===== config.mk =====
export PLATFORM = sky130hd
export DESIGN_NAME = cajero_controlador_flat
export DESIGN_NICKNAME = d
export VERILOG_FILES = /design/src/rtl/cajero_pkg.sv /design/src/rtl/cajero_controlador_if.sv /design/src/rtl/captura_pin.sv /design/src/rtl/cajero_controlador.sv /design/src/flat_wrapper.sv
export SDC_FILE = /design/constraint.sdc
export NUM_CORES = 1
export LEC_CHECK = 0
export CAP_MARGIN = 20
export CORE_UTILIZATION = 39
export DETAILED_ROUTE_END_ITERATION = 10
export PLACE_DENSITY = 0.68
export SLEW_MARGIN = 20
export SYNTH_ARGS = -nofsm -noshare
export SYNTH_HDL_FRONTEND = slang
export SYNTH_SLANG_ARGS = --single-unit

===== constraint.sdc =====
create_clock -name CLK -period 4 [get_ports CLK]
set_input_delay 0.8 -clock CLK [delete_from_list [all_inputs] [get_ports CLK]]
set_output_delay 0.8 -clock CLK [all_outputs]
set_load 0.02 [all_outputs]

===== src/rtl/cajero_pkg.sv =====
// rtl/cajero_pkg.sv - shared states, widths and PIN length for the ATM controller
package cajero_pkg;

    typedef enum logic [2:0] {
        ESPERA_TARJETA = 3'd0,
        INGRESO_PIN    = 3'd1,
        VERIFICAR_PIN  = 3'd2,
        ESPERA_MONTO   = 3'd3,
        FIN            = 3'd4,
        BLOQUEADO      = 3'd5
    } estado_t;

    localparam int LARGO_PIN     = 4;
    localparam int ANCHO_PIN     = 4 * LARGO_PIN;
    localparam int ANCHO_MONTO   = 32;
    localparam int ANCHO_BALANCE = 64;

endpackage


===== src/rtl/cajero_controlador_if.sv =====
// rtl/cajero_controlador_if.sv - card, keypad, amount and status bundle of the ATM controller
interface cajero_controlador_if;
    import cajero_pkg::*;

    logic                     TARJETA_RECIBIDA;
    logic [ANCHO_PIN-1:0]     PIN;
    logic [3:0]               DIGITO;
    logic                     DIGITO_STB;
    logic                     TIPO_TRANS;
    logic [ANCHO_MONTO-1:0]   MONTO;
    logic                     MONTO_STB;
    logic [ANCHO_BALANCE-1:0] BALANCE;
    logic                     PIN_INCORRECTO;
    logic                     ADVERTENCIA;
    logic                     BLOQUEO;
    logic                     BALANCE_ACTUALIZADO;
    logic                     ENTREGAR_DINERO;
    logic                     FONDOS_INSUFICIENTES;

    modport master (
        output TARJETA_RECIBIDA, PIN, DIGITO, DIGITO_STB, TIPO_TRANS, MONTO, MONTO_STB,
        input  BALANCE, PIN_INCORRECTO, ADVERTENCIA, BLOQUEO,
               BALANCE_ACTUALIZADO, ENTREGAR_DINERO, FONDOS_INSUFICIENTES
    );

    modport slave (
        input  TARJETA_RECIBIDA, PIN, DIGITO, DIGITO_STB, TIPO_TRANS, MONTO, MONTO_STB,
        output BALANCE, PIN_INCORRECTO, ADVERTENCIA, BLOQUEO,
               BALANCE_ACTUALIZADO, ENTREGAR_DINERO, FONDOS_INSUFICIENTES
    );

endinterface


===== src/rtl/captura_pin.sv =====
// rtl/captura_pin.sv - keypad digit shift register with entry count
module captura_pin
    import cajero_pkg::*;
(
    input  logic                 clk,
    input  logic                 rst_n,
    input  logic                 clear,
    input  logic                 stb,
    input  logic [3:0]           digito,
    output logic [ANCHO_PIN-1:0] digitos,
    output logic                 done
);

    logic [2:0] cuenta;

    always_ff @(posedge clk or negedge rst_n) begin
        if (!rst_n) begin
            digitos <= '0;
            cuenta  <= '0;
        end else if (clear) begin
            digitos <= '0;
            cuenta  <= '0;
        end else if (stb && (cuenta < 3'(LARGO_PIN))) begin
            digitos <= {digitos[ANCHO_PIN-5:0], digito};
            cuenta  <= cuenta + 3'd1;
        end
    end

    // Flags the strobe that completes the PIN so the FSM leaves entry on the same edge.
    assign done = stb && (cuenta == 3'(LARGO_PIN - 1));

endmodule


===== src/rtl/cajero_controlador.sv =====
// rtl/cajero_controlador.sv - ATM session FSM: PIN check, attempt lockout, balance update
module cajero_controlador
    import cajero_pkg::*;
#(
    parameter logic [ANCHO_BALANCE-1:0] BALANCE_INICIAL = 64'd5000,
    parameter int                       MAX_INTENTOS    = 3
) (
    input logic                 CLK,
    input logic                 RESET,
    cajero_controlador_if.slave bus
);

    estado_t estado, estado_sig;

    logic [ANCHO_PIN-1:0]     digitos;
    logic                     tarjeta, digito_ok, clear_pin, pin_done, pin_ok;
    logic [7:0]               intentos, intentos_d, intentos_inc;
    logic                     advertencia, advertencia_d, bloqueo, bloqueo_d;
    logic                     pin_inc, pin_inc_d, actualizado, actualizado_d;
    logic                     entregar, entregar_d, fondos_ins, fondos_ins_d;
    logic [ANCHO_BALANCE-1:0] balance, balance_d, monto_ext;
    logic [ANCHO_MONTO-1:0]   monto_q, monto_d;
    logic                     tipo_q, tipo_d, pendiente, pendiente_d;

    assign tarjeta      = bus.TARJETA_RECIBIDA;
    assign digito_ok    = (estado == INGRESO_PIN) && tarjeta && bus.DIGITO_STB;
    assign clear_pin    = (estado == ESPERA_TARJETA) || (estado == VERIFICAR_PIN);
    assign pin_ok       = (digitos == bus.PIN);
    assign intentos_inc = intentos + 8'd1;
    assign monto_ext    = {{(ANCHO_BALANCE - ANCHO_MONTO){1'b0}}, monto_q};

    captura_pin u_captura (
        .clk     (CLK),
        .rst_n   (RESET),
        .clear   (clear_pin),
        .stb     (digito_ok),
        .digito  (bus.DIGITO),
        .digitos (digitos),
        .done    (pin_done)
    );

    always_ff @(posedge CLK or negedge RESET) begin
        if (!RESET) estado <= ESPERA_TARJETA;
        else        estado <= estado_sig;
    end

    always_comb begin
        estado_sig = estado;
        case (estado)
            ESPERA_TARJETA: if (tarjeta) estado_sig = INGRESO_PIN;
            INGRESO_PIN: begin
                if (!tarjeta)      estado_sig = ESPERA_TARJETA;
                else if (pin_done) estado_sig = VERIFICAR_PIN;
            end
            VERIFICAR_PIN: begin
                if (!tarjeta)                                   estado_sig = ESPERA_TARJETA;
                else if (pin_ok)                                estado_sig = ESPERA_MONTO;
                else if (intentos_inc == 8'(MAX_INTENTOS))      estado_sig = BLOQUEADO;
                else                                            estado_sig = INGRESO_PIN;
            end
            ESPERA_MONTO: begin
                if (!tarjeta)           estado_sig = ESPERA_TARJETA;
                else if (bus.MONTO_STB) estado_sig = FIN;
            end
            FIN:       if (!tarjeta) estado_sig = ESPERA_TARJETA;
            BLOQUEADO: estado_sig = BLOQUEADO;
            default:   estado_sig = ESPERA_TARJETA;
        endcase
    end

    always_comb begin
        intentos_d    = intentos;
        advertencia_d = advertencia;
        bloqueo_d     = bloqueo;
        pin_inc_d     = 1'b0;
        actualizado_d = 1'b0;
        entregar_d    = 1'b0;
        fondos_ins_d  = 1'b0;
        balance_d     = balance;
        monto_d       = monto_q;
        tipo_d        = tipo_q;
        pendiente_d   = 1'b0;

        if ((estado == VERIFICAR_PIN) && tarjeta) begin
            if (pin_ok) begin
                intentos_d    = '0;
                advertencia_d = 1'b0;
            end else begin
                intentos_d = intentos_inc;
                pin_inc_d  = 1'b1;
                if (intentos_inc == 8'(MAX_INTENTOS)) begin
                    bloqueo_d     = 1'b1;
                    advertencia_d = 1'b0;
                end else if (intentos_inc == 8'(MAX_INTENTOS - 1)) begin
                    advertencia_d = 1'b1;
                end
            end
        end

        // The amount is latched first and applied one cycle later, so results land at M+1.
        if ((estado == ESPERA_MONTO) && tarjeta && bus.MONTO_STB) begin
            pendiente_d = 1'b1;
            monto_d     = bus.MONTO;
            tipo_d      = bus.TIPO_TRANS;
        end

        if (pendiente) begin
            if (!tipo_q) begin
                balance_d     = balance + monto_ext;
                actualizado_d = 1'b1;
            end else if (monto_ext <= balance) begin
                balance_d     = balance - monto_ext;
                actualizado_d = 1'b1;
                entregar_d    = 1'b1;
            end else begin
                fondos_ins_d  = 1'b1;
            end
        end
    end

    always_ff @(posedge CLK or negedge RESET) begin
        if (!RESET) begin
            intentos    <= '0;
            advertencia <= 1'b0;
            bloqueo     <= 1'b0;
            pin_inc     <= 1'b0;
            actualizado <= 1'b0;
            entregar    <= 1'b0;
            fondos_ins  <= 1'b0;
            balance     <= BALANCE_INICIAL;
            monto_q     <= '0;
            tipo_q      <= 1'b0;
            pendiente   <= 1'b0;
        end else begin
            intentos    <= intentos_d;
            advertencia <= advertencia_d;
            bloqueo     <= bloqueo_d;
            pin_inc     <= pin_inc_d;
            actualizado <= actualizado_d;
            entregar    <= entregar_d;
            fondos_ins  <= fondos_ins_d;
            balance     <= balance_d;
            monto_q     <= monto_d;
            tipo_q      <= tipo_d;
            pendiente   <= pendiente_d;
        end
    end

    assign bus.BALANCE              = balance;
    assign bus.PIN_INCORRECTO       = pin_inc;
    assign bus.ADVERTENCIA          = advertencia;
    assign bus.BLOQUEO              = bloqueo;
    assign bus.BALANCE_ACTUALIZADO  = actualizado;
    assign bus.ENTREGAR_DINERO      = entregar;
    assign bus.FONDOS_INSUFICIENTES = fondos_ins;

endmodule


===== src/flat_wrapper.sv =====
// flat-port wrapper written by rule: the top's interface ports become plain ports
module cajero_controlador_flat import cajero_pkg::*;
#(
    parameter logic [ANCHO_BALANCE-1:0] BALANCE_INICIAL = 64'd5000,
    parameter int                       MAX_INTENTOS    = 3
)
  (CLK, RESET, bus_TARJETA_RECIBIDA, bus_PIN, bus_DIGITO, bus_DIGITO_STB, bus_TIPO_TRANS, bus_MONTO, bus_MONTO_STB, bus_BALANCE, bus_PIN_INCORRECTO, bus_ADVERTENCIA, bus_BLOQUEO, bus_BALANCE_ACTUALIZADO, bus_ENTREGAR_DINERO, bus_FONDOS_INSUFICIENTES);
  cajero_controlador_if bus_i ();
  input logic CLK;
  input logic RESET;
  input wire logic [$bits(bus_i.TARJETA_RECIBIDA)-1:0] bus_TARJETA_RECIBIDA;
  input wire logic [$bits(bus_i.PIN)-1:0] bus_PIN;
  input wire logic [$bits(bus_i.DIGITO)-1:0] bus_DIGITO;
  input wire logic [$bits(bus_i.DIGITO_STB)-1:0] bus_DIGITO_STB;
  input wire logic [$bits(bus_i.TIPO_TRANS)-1:0] bus_TIPO_TRANS;
  input wire logic [$bits(bus_i.MONTO)-1:0] bus_MONTO;
  input wire logic [$bits(bus_i.MONTO_STB)-1:0] bus_MONTO_STB;
  output wire logic [$bits(bus_i.BALANCE)-1:0] bus_BALANCE;
  output wire logic [$bits(bus_i.PIN_INCORRECTO)-1:0] bus_PIN_INCORRECTO;
  output wire logic [$bits(bus_i.ADVERTENCIA)-1:0] bus_ADVERTENCIA;
  output wire logic [$bits(bus_i.BLOQUEO)-1:0] bus_BLOQUEO;
  output wire logic [$bits(bus_i.BALANCE_ACTUALIZADO)-1:0] bus_BALANCE_ACTUALIZADO;
  output wire logic [$bits(bus_i.ENTREGAR_DINERO)-1:0] bus_ENTREGAR_DINERO;
  output wire logic [$bits(bus_i.FONDOS_INSUFICIENTES)-1:0] bus_FONDOS_INSUFICIENTES;
  assign bus_i.TARJETA_RECIBIDA = bus_TARJETA_RECIBIDA;
  assign bus_i.PIN = bus_PIN;
  assign bus_i.DIGITO = bus_DIGITO;
  assign bus_i.DIGITO_STB = bus_DIGITO_STB;
  assign bus_i.TIPO_TRANS = bus_TIPO_TRANS;
  assign bus_i.MONTO = bus_MONTO;
  assign bus_i.MONTO_STB = bus_MONTO_STB;
  assign bus_BALANCE = bus_i.BALANCE;
  assign bus_PIN_INCORRECTO = bus_i.PIN_INCORRECTO;
  assign bus_ADVERTENCIA = bus_i.ADVERTENCIA;
  assign bus_BLOQUEO = bus_i.BLOQUEO;
  assign bus_BALANCE_ACTUALIZADO = bus_i.BALANCE_ACTUALIZADO;
  assign bus_ENTREGAR_DINERO = bus_i.ENTREGAR_DINERO;
  assign bus_FONDOS_INSUFICIENTES = bus_i.FONDOS_INSUFICIENTES;
  cajero_controlador #(.BALANCE_INICIAL(BALANCE_INICIAL), .MAX_INTENTOS(MAX_INTENTOS)) u_core (.CLK(CLK), .RESET(RESET), .bus(bus_i));
endmodule

Yosys cells after proc, flatten, opt, wreduce, memory -nomap -nowiden
Index checks and enable logic that the tools add are counted.
{ "op_classes": {"addsub": 4, "n_bitwise": 1, "reduce_logical": 15, "eq_ne": 14, "order_cmp": 2, "muxes": 31} }
{ "op_table": {"columns": ["cell", "count"], "rows": [
  ["$mux 64", 2],
  ["$add 64x32->64", 1],
  ["$le 32x64->1", 1],
  ["$sub 64x32->64", 1],
  ["$mux 3", 11],
  ["$mux 16", 2],
  ["$pmux 3 s6", 1],
  ["$eq 16x16->1", 1],
  ["$eq 8x2->1 const B", 2],
  ["$mux 1", 14],
  ["$eq 3x2->1 const B", 3],
  ["$add 8x1->8 const B", 1],
  ["$mux 8", 1],
  ["$logic_and 1x1->1", 7],
  ["$eq 3x3->1 const B", 2],
  ["$ne 2x2->1 const B", 3],
  ["$reduce_and 2->1", 2],
  ["$reduce_and 4->1", 1],
  ["$add 3x1->3 const B", 1],
  ["$eq 3x1->1 const B", 1],
  ["$logic_not 3->1", 1],
  ["$lt 3x3->1 const B", 1],
  ["$ne 3x2->1 const B", 1],
  ["$ne 3x3->1 const B", 1],
  ["other kinds (5)", 5]
]} }
{ "word_totals": {"ff_bits": 134, "in_bits": 58, "word_cells": 81} }

Depth between registers and ports, before layout
{ "depth": {"ltp_word": 7, "depth_mapped": 14, "ltp_nobuf": 14} }

By module
From an unflattened synthesis, not the netlist that was laid out.
{ "hier_totals": {"hier_cells": 1338, "area_unflattened_um2": 10836.6} }
{ "by_module_without_submodules": {"columns": ["mod", "area_each_um2", "n_inst", "cells_per_inst"], "rows": [
  ["cajero_controlador", 9927.0, 1, 1264],
  ["captura_pin", 909.6, 1, 74]
]} }

Worst setup path before layout
No wires, ideal clock.
{ "synth_path": {"kind": "flip-flop to flip-flop", "from": "register u_core.balance[0] (netlist: u_core.bus.BALANCE[0])", "to": "register u_core.balance[36] (netlist: u_core.bus.BALANCE[36])", "setup_time_ns": 0.140, "setup_slack_ns": 1.067, "path_buffers": 1, "stages_incl_launch_ff": 14, "t_required_ns": 3.860, "arrival_ns": 2.793, "synth_period_minus_slack_ns": 2.933, "path_cell_list": "dfrtp_1 > inv_1 > ha_1 > inv_1 > fa_1 > a211oi_1 > o21ai_1 > o21ai_1 > a21oi_2 > o41ai_2 > buf_4 > nor4_1 > a221oi_1 > o211ai_1"} }
{ "synth_via": {"elab_chain_cells": 3, "elab_cells_between_ends": 7} }
{ "synth_rtl": {"columns": ["item", "line_no", "source"], "rows": [
  ["start: declaration", "cajero_controlador.sv:21", "logic [ANCHO_BALANCE-1:0] balance, balance_d, monto_ext;"],
  ["start signal: assignment", "cajero_controlador.sv:142", "balance <= balance_d;"],
  ["$sub 64x32->64 or $le 32x64->1 (tied branches)", "cajero_controlador.sv:112, cajero_controlador.sv:111", null],
  ["$mux 64 or $ne 2x2->1 (tied branches)", null, null],
  ["$mux 64 or $reduce_and 2->1 (tied branches)", null, null]
]} }
Several ways; a longest one is shown, not always the timed one. The select of a mux whose other input is x is not followed.
A chain may end at the register's enable or synchronous reset.

Worst setup path in the final report
{ "layout_path": {"from": "register u_core.balance[30] (netlist: u_core.bus.BALANCE[30])", "to": "register u_core.balance[47] (netlist: u_core.bus.BALANCE[47])"} }
The elaborated chain is that of the path after synthesis.

==> metrics.txt <==
CORE AREA=0.0270 mm2; worst-case clock buffer depth=2; max-cap violations=0; die area=0.0281 mm2; clock share of power=51.9%; Setup crit start kind=register; clock slew at reported path FFs=70 ps; ANT cells=0; dpl ws=260 ps; post-layout util=47.9%; GR Overflow Total=0; Gate Count Post-Synth=1364; Post-synth top flop=dfrtp_1; highest routed layer=met4; slowest stage delay, CP=560 ps; CTS tree=built; worst slew pin tran=780 ps; port buffer count=127; CTS Hold Bufs=0; Comb pwr share=5.9%; pwr dens=253 mW/mm2; Seq/Total Area, Yosys=31.4%; Detailed Place HPWL=26.0 mm; layout cells sized above 1=6.57%; largest net degree at the start of global routing=64; wl on met1=15.6 mm; critical path fanouts, max=11; Vias=10795; Pleak=5.61 nW; Slowest cell on crit path=ha_1; Worst Setup End Kind=register; met2 WL post-DR=14.9 mm; gr usage total=24.7%; Die W=168 um; RD Place Congestion=0.979; Placed Cells incl. Taps=1786; area growth from synthesis to layout=20.8%; post-synthesis simple-gate area fraction=24.3%; clock root cell=clkbuf_16; CP dominant cell by count=nand4_1; filler instances=2620; Finished Cell Area=0.0129 mm2; most frequent cells in the layout=nand2_1 (190), dfrtp_1 (128), clkdlybuf4s50_1 (126); worst-skew pair later-pin latency=440 ps; Peak Freq=266 MHz; WP data required=4360 ps; Synth Net Count=1493; Reg power frac=42.2%; most common cell after layout, fill and taps aside=nand2_1; routed len/inst=19.0 um; Worst Clk Skew=13.9 ps; CTS-repair resized insts=0; WP data arrival=4120 ps; Initial Utilization=39.7%; final antenna-violating net count=0; Starting DRT DRC Count=1140; xor and xnor area share after synthesis=6.22%; chip height=168 um; minimum clock period=3770 ps; asr flop ratio synth=100%; Num Clock Sinks=134; relative slew slack=47.8%; Worst Setup Slack, final=234 ps; Unique masters post-synth=76; crit-path cells=ha_1, nand4_1, nor4_1, a41oi_1, nand4_1, o41ai_4, inv_2, nand2_1, or4_1, o21ai_1, xor2_1; Fin. Hold Viols=0; IO Count=128; first-pass GRT wire length=55.5 mm; complex-gate fraction of the synthesized area=23.3%; Nets=1593; crit path kind=reg -> reg; synthesized flop and latch total=134; residual DRC count=0; Syn. warnings=0; Setup TNS=0 ps; Routed WL=34.5 mm; unrepaired setup endpoints after global routing=no; vias per cell=5.94; Non-Filler Instances=1818; P_int=0.00241 W; Sw Share=26.1%; Avg Cell Area, Syn=7.84 um2; Psw=0.000853 W; met3 wire len=2.89 mm; VDD IR max=0.259 mV; post-synthesis adder-cell area fraction=8.44%; Pins Over Slew Limit=0; combinational family with the most area after synthesis=simple AND/OR/NAND/NOR gates; postcts setup bufs=0; outcome=finished, final reports clean; CTS Buf Count=17; First-pass DRT Iterations=7; Post-synth EDFFs=0; dpl cell area=0.0123 mm2; row count=60; final worst-path cycle share=94.2%; post-synthesis mux area share=0.479%; CTS H-Tree Depth=4; vias in the first global route=10151; worst hold path type=in -> async; initial antenna violation count=0; Final setup viols=0; mapped cell area=0.0107 mm2
==> critical path, delay by kind of cell (launching register included) <==
kind | cells | cell delay, ps
flops | 1 | 410
buf+inv | 1 | 260
fa+ha+maj | 1 | 560
compound gates | 3 | 560
xor+xnor | 1 | 150
simple gates | 5 | 1740
==> per-stage QoR <==
| stage | total power, W | hold WS, ps |
|---|---|---|
| after floorplan | 0.00149 | 459 |
| after global placement | 0.00159 | 456 |
| after detailed placement | 0.00160 | 457 |
| after CTS | 0.00330 | 382 |
| after global routing | 0.00338 | 401 |
| final | 0.00327 | 341 |
==> power groups by stage <==
stage          Clock, W  Sequential (W)  Combinational, W
5_1_grt         0.00179         0.00138          0.000214
4_1_cts         0.00173         0.00138          0.000195
3_5_place_dp          0         0.00140          0.000194
6_report        0.00170         0.00138          0.000193
3_3_place_gp          0         0.00140          0.000191
2_1_floorplan         0         0.00140         0.0000869
==> metal layers <==
layer,up-vias,track usage (%)
met5,-,0
met4,0,9.97
met3,85,4.68
met2,519,37.3
met1,5087,34.7
li1,5104,-
==> cells by family (layout without fill, tap and decap cells) <==
family | Yosys count | in the layout
AND/OR/NAND/NOR | 530 | 530
AO/OA/AOI/OAI | 396 | 396
buffers and inverters | 152 | 265
flip-flops | 134 | 134
XOR/XNOR | 76 | 76
adder cells (fa/ha/maj) | 71 | 71
multiplexers | 5 | 5
==> final cells by class <==
type,instances,area [um2],share of cell area (%)
tap,341,427,3.30
clock buffer,17,425,3.29
multi-input combinational,1078,6720,52.0
timing repair buffer,155,1500,11.6
clock inverter,15,199,1.54
sequential,134,3360,26.0
inverter,78,293,2.27
==> flip-flops by register name, summed over array words and instances, names as in the netlist, 3 cells and up <==
signal,cells
u_core.bus.BALANCE,64
u_core.estado,3
u_core.intentos,8
u_core.monto_q,32
u_core.u_captura.cuenta,3
u_core.u_captura.digitos,16
==> cells in the mapped netlist, types with 26 or more instances <==
master	number	share of area [%]
nand2_1	190	6.7
dfrtp_1	129	30
o21ai_0	107	5.0
a21oi_1	98	4.6
nor2_1	82	2.9
inv_1	74	2.6
ha_1	69	8.1
xnor2_1	64	5.2
nand3_1	46	2.2
nand4_1	43	2.5
nor3_1	43	2.0
clkbuf_1	35	1.2
buf_2	26	1.2
==> final timing paths <==
check | from | slack (ps) | to | depth (start not counted)
max in group asynchronous | RESET | 2830 | u_core.bus.FONDOS_INSUFICIENTES$_DFF_PN0_ | 2
max | u_core.bus.BALANCE[30]$_DFFE_PN0P_ | 230 | u_core.bus.BALANCE[47]$_DFFE_PN0P_ | 11
min in group CLK | u_core.bus.BLOQUEO$_DFFE_PN0P_ | 480 | u_core.bus.BLOQUEO$_DFFE_PN0P_ | 1
min reg2reg | u_core.bus.BLOQUEO$_DFFE_PN0P_ | 480 | u_core.bus.BLOQUEO$_DFFE_PN0P_ | 1
max reg2reg | u_core.bus.BALANCE[30]$_DFFE_PN0P_ | 230 | u_core.bus.BALANCE[47]$_DFFE_PN0P_ | 11
min | RESET | 340 | u_core.monto_q[9]$_DFFE_PN0P_ | 1
Power figures use the tool's default switching activity.
